==> config.mk <==
export PLATFORM = sky130hd
export DESIGN_NAME = inst_mem_loader_flat
export DESIGN_NICKNAME = d
export VERILOG_FILES = /design/src/rtl/inst_mem_loader_if.sv /design/src/rtl/inst_mem_loader.sv /design/src/flat_wrapper.sv
export SDC_FILE = /design/constraint.sdc
export NUM_CORES = 1
export LEC_CHECK = 0
export BUFFER_PORTS_ARGS = -buffer_cell sky130_fd_sc_hd__buf_2
export CAP_MARGIN = 0
export CORE_MARGIN = 5
export CORE_UTILIZATION = 49
export CTS_CLUSTER_DIAMETER = 40
export CTS_CLUSTER_SIZE = 28
export DETAILED_ROUTE_END_ITERATION = 7
export PLACE_DENSITY = 0.74
export SYNTH_ARGS = -nofsm -noshare
export SYNTH_HDL_FRONTEND = slang
export SYNTH_SLANG_ARGS = --single-unit
==> constraint.sdc <==
create_clock -name clk -period 2.2 [get_ports clk]
set_clock_uncertainty 0.05 [all_clocks]
set_input_delay 0.44 -clock clk [delete_from_list [all_inputs] [get_ports clk]]
set_output_delay 0.44 -clock clk [all_outputs]
set_load 0.01 [all_outputs]
==> src/rtl/inst_mem_loader_if.sv <==
// Loader-side bus: session control, byte stream handshake and instruction-memory write port.
interface inst_mem_loader_if #(
    parameter int unsigned ADDR_WIDTH = 12
);
    logic                  start_i;
    logic [ADDR_WIDTH:0]   len_i;
    logic                  byte_valid_i;
    logic [7:0]            byte_data_i;
    logic                  byte_ready_o;
    logic                  mem_we_o;
    logic [31:0]           mem_waddr_o;
    logic [31:0]           mem_wdata_o;
    logic                  cpu_hold_o;
    logic                  busy_o;
    logic                  done_o;
    logic                  err_o;

    modport master (
        output start_i, len_i, byte_valid_i, byte_data_i,
        input  byte_ready_o, mem_we_o, mem_waddr_o, mem_wdata_o,
        input  cpu_hold_o, busy_o, done_o, err_o
    );

    modport slave (
        input  start_i, len_i, byte_valid_i, byte_data_i,
        output byte_ready_o, mem_we_o, mem_waddr_o, mem_wdata_o,
        output cpu_hold_o, busy_o, done_o, err_o
    );
endinterface

==> src/rtl/inst_mem_loader.sv <==
// Byte-stream program loader for instruction memory; holds the core in reset while loading.
// Optional trailing checksum byte is enabled by defining LOADER_CHECKSUM_EN.
module inst_mem_loader #(
    parameter int unsigned ADDR_WIDTH = 12,
    parameter logic [31:0] BASE_ADDR  = 32'h0000_0000
) (
    input logic              clk,
    input logic              rst,
    inst_mem_loader_if.slave bus
);
    localparam int unsigned LW = ADDR_WIDTH + 1;
    localparam logic [LW-1:0] MAX_LEN = LW'(1) << ADDR_WIDTH;

    typedef enum logic [2:0] {
        S_IDLE,
        S_RECV,
        S_WRITE,
`ifdef LOADER_CHECKSUM_EN
        S_CHECK,
`endif
        S_DONE
    } state_t;

    state_t          state;
    logic [LW-1:0]   len_q;
    logic [LW-1:0]   idx;
    logic [1:0]      byte_cnt;
    logic [23:0]     word_lo;
`ifdef LOADER_CHECKSUM_EN
    logic [7:0]      csum;
`endif

    // Session FSM with all outputs registered.
    always_ff @(posedge clk) begin
        if (rst) begin
            state            <= S_IDLE;
            len_q            <= '0;
            idx              <= '0;
            byte_cnt         <= '0;
            word_lo          <= '0;
`ifdef LOADER_CHECKSUM_EN
            csum             <= '0;
`endif
            bus.byte_ready_o <= 1'b0;
            bus.mem_we_o     <= 1'b0;
            bus.mem_waddr_o  <= BASE_ADDR;
            bus.mem_wdata_o  <= '0;
            bus.cpu_hold_o   <= 1'b0;
            bus.busy_o       <= 1'b0;
            bus.done_o       <= 1'b0;
            bus.err_o        <= 1'b0;
        end else begin
            bus.mem_we_o <= 1'b0;
            bus.done_o   <= 1'b0;
            case (state)
                S_IDLE: begin
                    if (bus.start_i) begin
                        if (bus.len_i > MAX_LEN) begin
                            bus.err_o <= 1'b1;
                        end else begin
                            len_q          <= bus.len_i;
                            idx            <= '0;
                            byte_cnt       <= '0;
                            bus.err_o      <= 1'b0;
                            bus.busy_o     <= 1'b1;
                            bus.cpu_hold_o <= 1'b1;
`ifdef LOADER_CHECKSUM_EN
                            csum           <= '0;
`endif
                            if (bus.len_i == '0) begin
`ifdef LOADER_CHECKSUM_EN
                                state            <= S_CHECK;
                                bus.byte_ready_o <= 1'b1;
`else
                                state            <= S_DONE;
                                bus.done_o       <= 1'b1;
`endif
                            end else begin
                                state            <= S_RECV;
                                bus.byte_ready_o <= 1'b1;
                            end
                        end
                    end
                end

                S_RECV: begin
                    if (bus.byte_valid_i && bus.byte_ready_o) begin
                        byte_cnt <= byte_cnt + 2'd1;
`ifdef LOADER_CHECKSUM_EN
                        csum     <= csum + bus.byte_data_i;
`endif
                        case (byte_cnt)
                            2'd0: word_lo[7:0]   <= bus.byte_data_i;
                            2'd1: word_lo[15:8]  <= bus.byte_data_i;
                            2'd2: word_lo[23:16] <= bus.byte_data_i;
                            default: begin
                                // Fourth byte completes the word; launch the write directly.
                                state            <= S_WRITE;
                                bus.byte_ready_o <= 1'b0;
                                bus.mem_we_o     <= 1'b1;
                                bus.mem_waddr_o  <= BASE_ADDR + (32'(idx) << 2);
                                bus.mem_wdata_o  <= {bus.byte_data_i, word_lo};
                            end
                        endcase
                    end
                end

                S_WRITE: begin
                    idx <= idx + LW'(1);
                    if (idx + LW'(1) == len_q) begin
`ifdef LOADER_CHECKSUM_EN
                        state            <= S_CHECK;
                        bus.byte_ready_o <= 1'b1;
`else
                        state            <= S_DONE;
                        bus.done_o       <= ~bus.err_o;
`endif
                    end else begin
                        state            <= S_RECV;
                        bus.byte_ready_o <= 1'b1;
                    end
                end

`ifdef LOADER_CHECKSUM_EN
                S_CHECK: begin
                    if (bus.byte_valid_i && bus.byte_ready_o) begin
                        state            <= S_DONE;
                        bus.byte_ready_o <= 1'b0;
                        if (bus.byte_data_i == csum) begin
                            bus.done_o <= 1'b1;
                        end else begin
                            bus.err_o  <= 1'b1;
                        end
                    end
                end
`endif

                S_DONE: begin
                    state          <= S_IDLE;
                    bus.busy_o     <= 1'b0;
                    bus.cpu_hold_o <= 1'b0;
                end

                default: state <= S_IDLE;
            endcase
        end
    end
endmodule

==> src/flat_wrapper.sv <==
// flat-port wrapper written by rule: the top's interface ports become plain ports
module inst_mem_loader_flat 
#(
    parameter int unsigned ADDR_WIDTH = 12,
    parameter logic [31:0] BASE_ADDR  = 32'h0000_0000
)
  (clk, rst, bus_start_i, bus_len_i, bus_byte_valid_i, bus_byte_data_i, bus_byte_ready_o, bus_mem_we_o, bus_mem_waddr_o, bus_mem_wdata_o, bus_cpu_hold_o, bus_busy_o, bus_done_o, bus_err_o);
  inst_mem_loader_if #(.ADDR_WIDTH(ADDR_WIDTH)) bus_i ();
  input logic clk;
  input logic rst;
  input wire logic [$bits(bus_i.start_i)-1:0] bus_start_i;
  input wire logic [$bits(bus_i.len_i)-1:0] bus_len_i;
  input wire logic [$bits(bus_i.byte_valid_i)-1:0] bus_byte_valid_i;
  input wire logic [$bits(bus_i.byte_data_i)-1:0] bus_byte_data_i;
  output wire logic [$bits(bus_i.byte_ready_o)-1:0] bus_byte_ready_o;
  output wire logic [$bits(bus_i.mem_we_o)-1:0] bus_mem_we_o;
  output wire logic [$bits(bus_i.mem_waddr_o)-1:0] bus_mem_waddr_o;
  output wire logic [$bits(bus_i.mem_wdata_o)-1:0] bus_mem_wdata_o;
  output wire logic [$bits(bus_i.cpu_hold_o)-1:0] bus_cpu_hold_o;
  output wire logic [$bits(bus_i.busy_o)-1:0] bus_busy_o;
  output wire logic [$bits(bus_i.done_o)-1:0] bus_done_o;
  output wire logic [$bits(bus_i.err_o)-1:0] bus_err_o;
  assign bus_i.start_i = bus_start_i;
  assign bus_i.len_i = bus_len_i;
  assign bus_i.byte_valid_i = bus_byte_valid_i;
  assign bus_i.byte_data_i = bus_byte_data_i;
  assign bus_byte_ready_o = bus_i.byte_ready_o;
  assign bus_mem_we_o = bus_i.mem_we_o;
  assign bus_mem_waddr_o = bus_i.mem_waddr_o;
  assign bus_mem_wdata_o = bus_i.mem_wdata_o;
  assign bus_cpu_hold_o = bus_i.cpu_hold_o;
  assign bus_busy_o = bus_i.busy_o;
  assign bus_done_o = bus_i.done_o;
  assign bus_err_o = bus_i.err_o;
  inst_mem_loader #(.ADDR_WIDTH(ADDR_WIDTH), .BASE_ADDR(BASE_ADDR)) u_core (.clk(clk), .rst(rst), .bus(bus_i));
endmodule
=== Word level (Yosys, flattened, before mapping) ===
Cells that the tools add are included.

* Output and inout bits: 70
* Input bits: 25
* Flip-flop bits (word level): 105

* Reduce and logical (&&, ||, !) cells: 21
* Add/subtract/negate cells: 2
* Mux-type cells: 31
* Order comparisons: 1
* Bitwise operators: 5
* Eq/ne operators: 12

{| class="wikitable"
|+ Operators by type and width
! operator !! number
|-
| $mux W13 || 2
|-
| $pmux W13 S2 || 1
|-
| $reduce_and A3 Y1 || 7
|-
| $mux W1 || 14
|-
| $add A13 B1 Y13 const B || 1
|-
| $eq A13 B13 Y1 || 1
|-
| $gt A13 B13 Y1 const B || 1
|-
| $logic_not A13 Y1 || 1
|-
| $mux W3 || 4
|-
| $mux W2 || 5
|-
| $ne A2 B2 Y1 const B || 5
|-
| $pmux W3 S3 || 1
|-
| $reduce_and A4 Y1 || 2
|-
| $reduce_and A7 Y1 || 1
|-
| $eq A3 B2 Y1 const B || 2
|-
| $reduce_bool A2 Y1 || 3
|-
| $reduce_or A3 Y1 || 2
|-
| $not A1 Y1 || 5
|-
| $pmux W1 S2 || 2
|-
| $pmux W2 S2 || 1
|-
| $eq A3 B1 Y1 const B || 1
|-
| $logic_not A3 Y1 || 1
|-
| $pmux W1 S3 || 1
|-
| $reduce_bool A3 Y1 || 1
|-
| 7 further kinds || 7
|}

=== Depth between registers and ports, before layout ===
* Depth after elaboration: 5
* Depth in mapped cells: 9
* Mapped depth without buffers: 7

=== Worst setup path after synthesis ===
Ideal clock, no wire load.

* Path type: register to register
* From: reg u_core.idx[1]
* To: reg u_core.bus.byte_ready_o
* Setup slack: -0.025 ns
* Stages on the path, launching flop included: 9
* Data required time: 2.033 ns
* Data arrival time: 2.058 ns
* Path through: dfxtp_1 -> ha_1 -> and3_1 -> buf_6 -> nand3_4 -> or4b_1 -> a31oi_1 -> nand4_1 -> a32o_1

* Longest elaborated chain between the ends: 4

{| class="wikitable"
|+ RTL lines
! what !! line !! source
|-
| start, declared || inst_mem_loader.sv:26 || <nowiki>logic [LW-1:0] idx;</nowiki>
|-
| start signal, assigned || inst_mem_loader.sv:109 || <nowiki>idx <= idx + LW'(1);</nowiki>
|-
| $add A13 B1 Y13 || inst_mem_loader.sv:110 || <nowiki>if (idx + LW'(1) == len_q) begin</nowiki>
|-
| $eq A13 B13 Y1 || inst_mem_loader.sv:110 ||
|-
| $ne A2 B2 Y1 (no source line) || n/a ||
|-
| $reduce_and A7 Y1 (no source line) || n/a ||
|-
| end signal, assigned || inst_mem_loader.sv:80 || <nowiki>bus.byte_ready_o <= 1'b1;</nowiki>
|-
| end signal, assigned || inst_mem_loader.sv:99 || <nowiki>bus.byte_ready_o <= 1'b0;</nowiki>
|-
| end signal, assigned || inst_mem_loader.sv:120 || <nowiki>bus.byte_ready_o <= 1'b1;</nowiki>
|-
| end, declared || inst_mem_loader_if.sv:26 || <nowiki>output byte_ready_o, mem_we_o, mem_waddr_o, mem_wdata_o,</nowiki>
|}

Every way passes these cells.
A chain may end at the register's enable or synchronous reset.

=== Final worst setup path ===
Same ends and word-level chain as after synthesis.

==> impl_results.md <==
* Die height at 106.2 um
* Number of global-route vias before repair at 3,883
* Inserted Diodes at 0
* Sink Count at 104
* Proportion of synthesized area in mux cells at 0.004692
* Top FF cell, synth: dfxtp_1
* CTS tree: built
* Final Max Tran Viols at 0
* Crit start category: register
* Fin nets at 691
* Status: completed
* CP delay by family, top: simple AND/OR/NAND/NOR gates
* Synthesis Warnings at 0
* Cts hold-fix bufs at 0
* Final instance area at 0.005351 mm2
* Worst r2r path cells at 7
* DR iter-0 viols at 283
* Clock transition at path regs at 0.10 ns
* Grt ovf at 0
* Starting Density at 0.4977
* Post-synth EDFFs at 0
* Async S/R FF share, synth at 0
* Register-to-Register Setup Slack at 0.08 ns
* Share of cells above drive strength 1 at 0.2282
* Register area share after synthesis at 0.4593
* Top post-synthesis cells by count: 155 x nand2_1, 104 x dfxtp_1, 98 x a21oi_1, 36 x nand3_1, 32 x clkbuf_1
* Drt first pass iters at 5
* Worst Path Arrival at 2.35 ns
* Syn Area/Cell at 7.829 um2
* Fill count at 853
* CP peak stage delay at 0.46 ns
* Worst vdd ir at 366.3 uV
* Cells after synthesis at 579
* First-pass GRT wire length at 18,700 um
* Final Wtd Congestion at 0.8692
* Clk_lat worst skew at 0.37 ns
* Largest family of logic cells by synthesized area: simple AND/OR/NAND/NOR gates
* Post-synthesis cell type count at 50
* Root Driver: clkbuf_8
* Placed Area at 0.005094 mm2
* Final setup fails at 0
* Least-Margin Pin Slew at 0.5703 ns
* Critical R2R Capture: u_core.bus.byte_ready_o
* Synth Area in XOR/XNOR at 0.02125
* All-Layer GR Usage at 0.2035
* Complex-gate fraction of the synthesized area at 0.1742
* Worst path cell trace: ha_2 > and3_4 > nand3_4 > or4b_1 > a31oi_1 > nand4_1 > a32o_1
* Vias at 4,219
* # rows at 35
* Worst path required time at 2.42 ns
* Antenna violations before repair at 0
* Io pins at 95
* Hold_ws at 0.2540 ns
* Worst-case clock buffer depth at 2
* Number of CTS-inserted buffers at 9
* Hold EP: u_core.len_q[4]
* Chip Width at 106.2 um
* DRC Markers at 0
* Slowest cell on crit path: or4b_1
* Antenna-violating nets left at 0
* Hold Fails Final Rpt at 0
* MaxCap Viol Count at 0
* CP Capture Type: register
* Largest net degree at the start of global routing at 87
* Hold path depth at 3
* Period utilisation layout at 0.9644
* Wirelength, routed at 11,250 um
* Via density at 5.430
* CP Class: register to register
* Adder-Cell Fraction of Synth Area at 0.01380
* Min-delay src: bus_len_i[4]
* Synth top area cells: dfxtp_1 46%, nand2_1 13%, a21oi_1 11%
* Crit Path Max Fanout at 4
* Cell taking the most area after synthesis: dfxtp_1
* Placeable Area at 0.009109 mm2
* Post-DR wirelength/cell at 14.48 um
* Hpwl dp at 8174 um
* Crit path buffers/inverters at 0
* FMAX at 471.3 MHz
* Slew headroom at 0.6190
* H-tree depth at 3
* Synthesized flop and latch total at 104
* Input/output buffers at 75
* Fin Setup TNS at 0 ns
* Leakage Power at 0.002097 uW
* Post-Synth Simple-Gate Area at 0.2495
* Fin util at 0.5875
* PD cells at 615.9 mW/mm2
* Worst R2R Start: u_core.idx[1]
* Worst hold path type: input pin to register
* Count leader, synth: nand2_1
* Mapped Area at 0.004533 mm2
* Post-synth top area share at 0.4593
* Die Area at 0.01128 mm2
* Final min period at 2.122 ns
* Layout area overhead at 18.05%
-- cell type report --
class,count,area (um2),share of cell area
repair buffers,114,693.2,0.1295
flip-flops and latches,104,2087,0.3900
well taps,111,138.9,0.02595
clock inverters,6,60.06,0.01122
inverters,5,18.77,0.003507
multi-input cells,427,2226,0.4159
clock buffers,10,127.6,0.02385
-- where the power goes --
group	internal, uW	leakage (uW)	switching, uW
combinational	74.0	0.00116	145
clock	447	0.0000972	709
sequential	1900	0.000842	18.4
-- kinds of logic (layout without fill, tap and decap cells) --
family          count (synthesis)  in the layout
simple gates                  255            255
compound gates                135            135
flops                         104            104
buf+inv                        66            135
xor+xnor                       11             11
fa+ha+maj                       5              5
mux                             2              2
other cells                     1             19
-- flip-flops by register name, indices dropped and copies added, names as in the netlist --
signal / flops
u_core.bus.mem_wdata_o: 32
u_core.word_lo: 24
u_core.bus.mem_waddr_o: 13
u_core.idx: 13
u_core.len_q: 13
u_core.byte_cnt: 2
u_core.state: 2
u_core.bus.byte_ready_o: 1
u_core.bus.cpu_hold_o: 1
u_core.bus.done_o: 1
u_core.bus.err_o: 1
u_core.bus.mem_we_o: 1
-- per-layer routing --
layer,track usage,vias up,share of wire
li1,-,2093,-
met1,0.2893,1973,0.48
met2,0.3154,142,0.45
met3,0.03825,11,0.065
met4,0.05735,0,0.0087
met5,0,-,0
-- worst reg2reg max path, delay by kind of cell, from the launching register on --
kind,cells,cell delay [ns]
AND/OR/NAND/NOR,4,0.99
AO/OA/AOI/OAI,2,0.46
flip-flops,1,0.34
adder cells (fa/ha/maj),1,0.17
-- placed cells by master (no fill, tap or decap), types with 2 or more instances in the layout --
| cell | instances |
|---|---|
| a211oi_1 | 2 |
| a21oi_1 | 98 |
| a311oi_1 | 6 |
| a31oi_1 | 4 |
| a32o_1 | 3 |
| and3_1 | 3 |
| and3_4 | 3 |
| and4_4 | 2 |
| buf_12 | 2 |
| buf_2 | 75 |
| buf_4 | 37 |
| clkbuf_8 | 9 |
| conb_1 | 19 |
| dfxtp_1 | 100 |
| dfxtp_2 | 4 |
| ha_1 | 4 |
| inv_1 | 5 |
| inv_6 | 2 |
| inv_8 | 3 |
| nand2_1 | 155 |
| nand2b_1 | 2 |
| nand3_1 | 35 |
| nand4_1 | 2 |
| nor2_1 | 22 |
| nor2b_1 | 5 |
| nor3_1 | 8 |
| nor3b_1 | 2 |
| nor4_1 | 4 |
| o211ai_1 | 2 |
| o21a_1 | 3 |
| o21ai_0 | 5 |
| o21bai_1 | 2 |
| or4b_1 | 2 |
| xnor2_1 | 4 |
| xor2_1 | 6 |
-- per-stage QoR --
step	worst slack, ns	cells	total power, uW
2_1_floorplan	0.04241	597	2116
3_3_place_gp	0.02264	759	2176
3_5_place_dp	-0.01917	759	2180
4_1_cts	0.0007470	775	3323
5_1_grt	-0.009561	777	3453
6_report	0.07826	777	3296
-- worst max path at each step --
stage / from / slack [ns] / endpoint / depth (start not counted)
finish: u_core.idx[1] / 0.08 / u_core.bus.byte_ready_o / 7
global route: u_core.idx[2] / -0.01 / u_core.bus.byte_ready_o / 8
CTS: u_core.idx[0] / 0.0007 / u_core.bus.byte_ready_o / 7
detailed placement: u_core.idx[0] / -0.02 / u_core.bus.byte_ready_o / 7
global placement: u_core.idx[0] / 0.02 / u_core.bus.byte_ready_o / 7
floorplan: u_core.idx[1] / 0.04 / u_core.bus.byte_ready_o / 8
-- timing repair --
item | CTS | global route
setup buffers | 0 | 2
pin swaps | 1 | 7
gates cloned | 0 | 0
endpoints found under the setup margin | 3 | 3
resized for setup | 2 | 13
(Power assumes the default switching activity.)
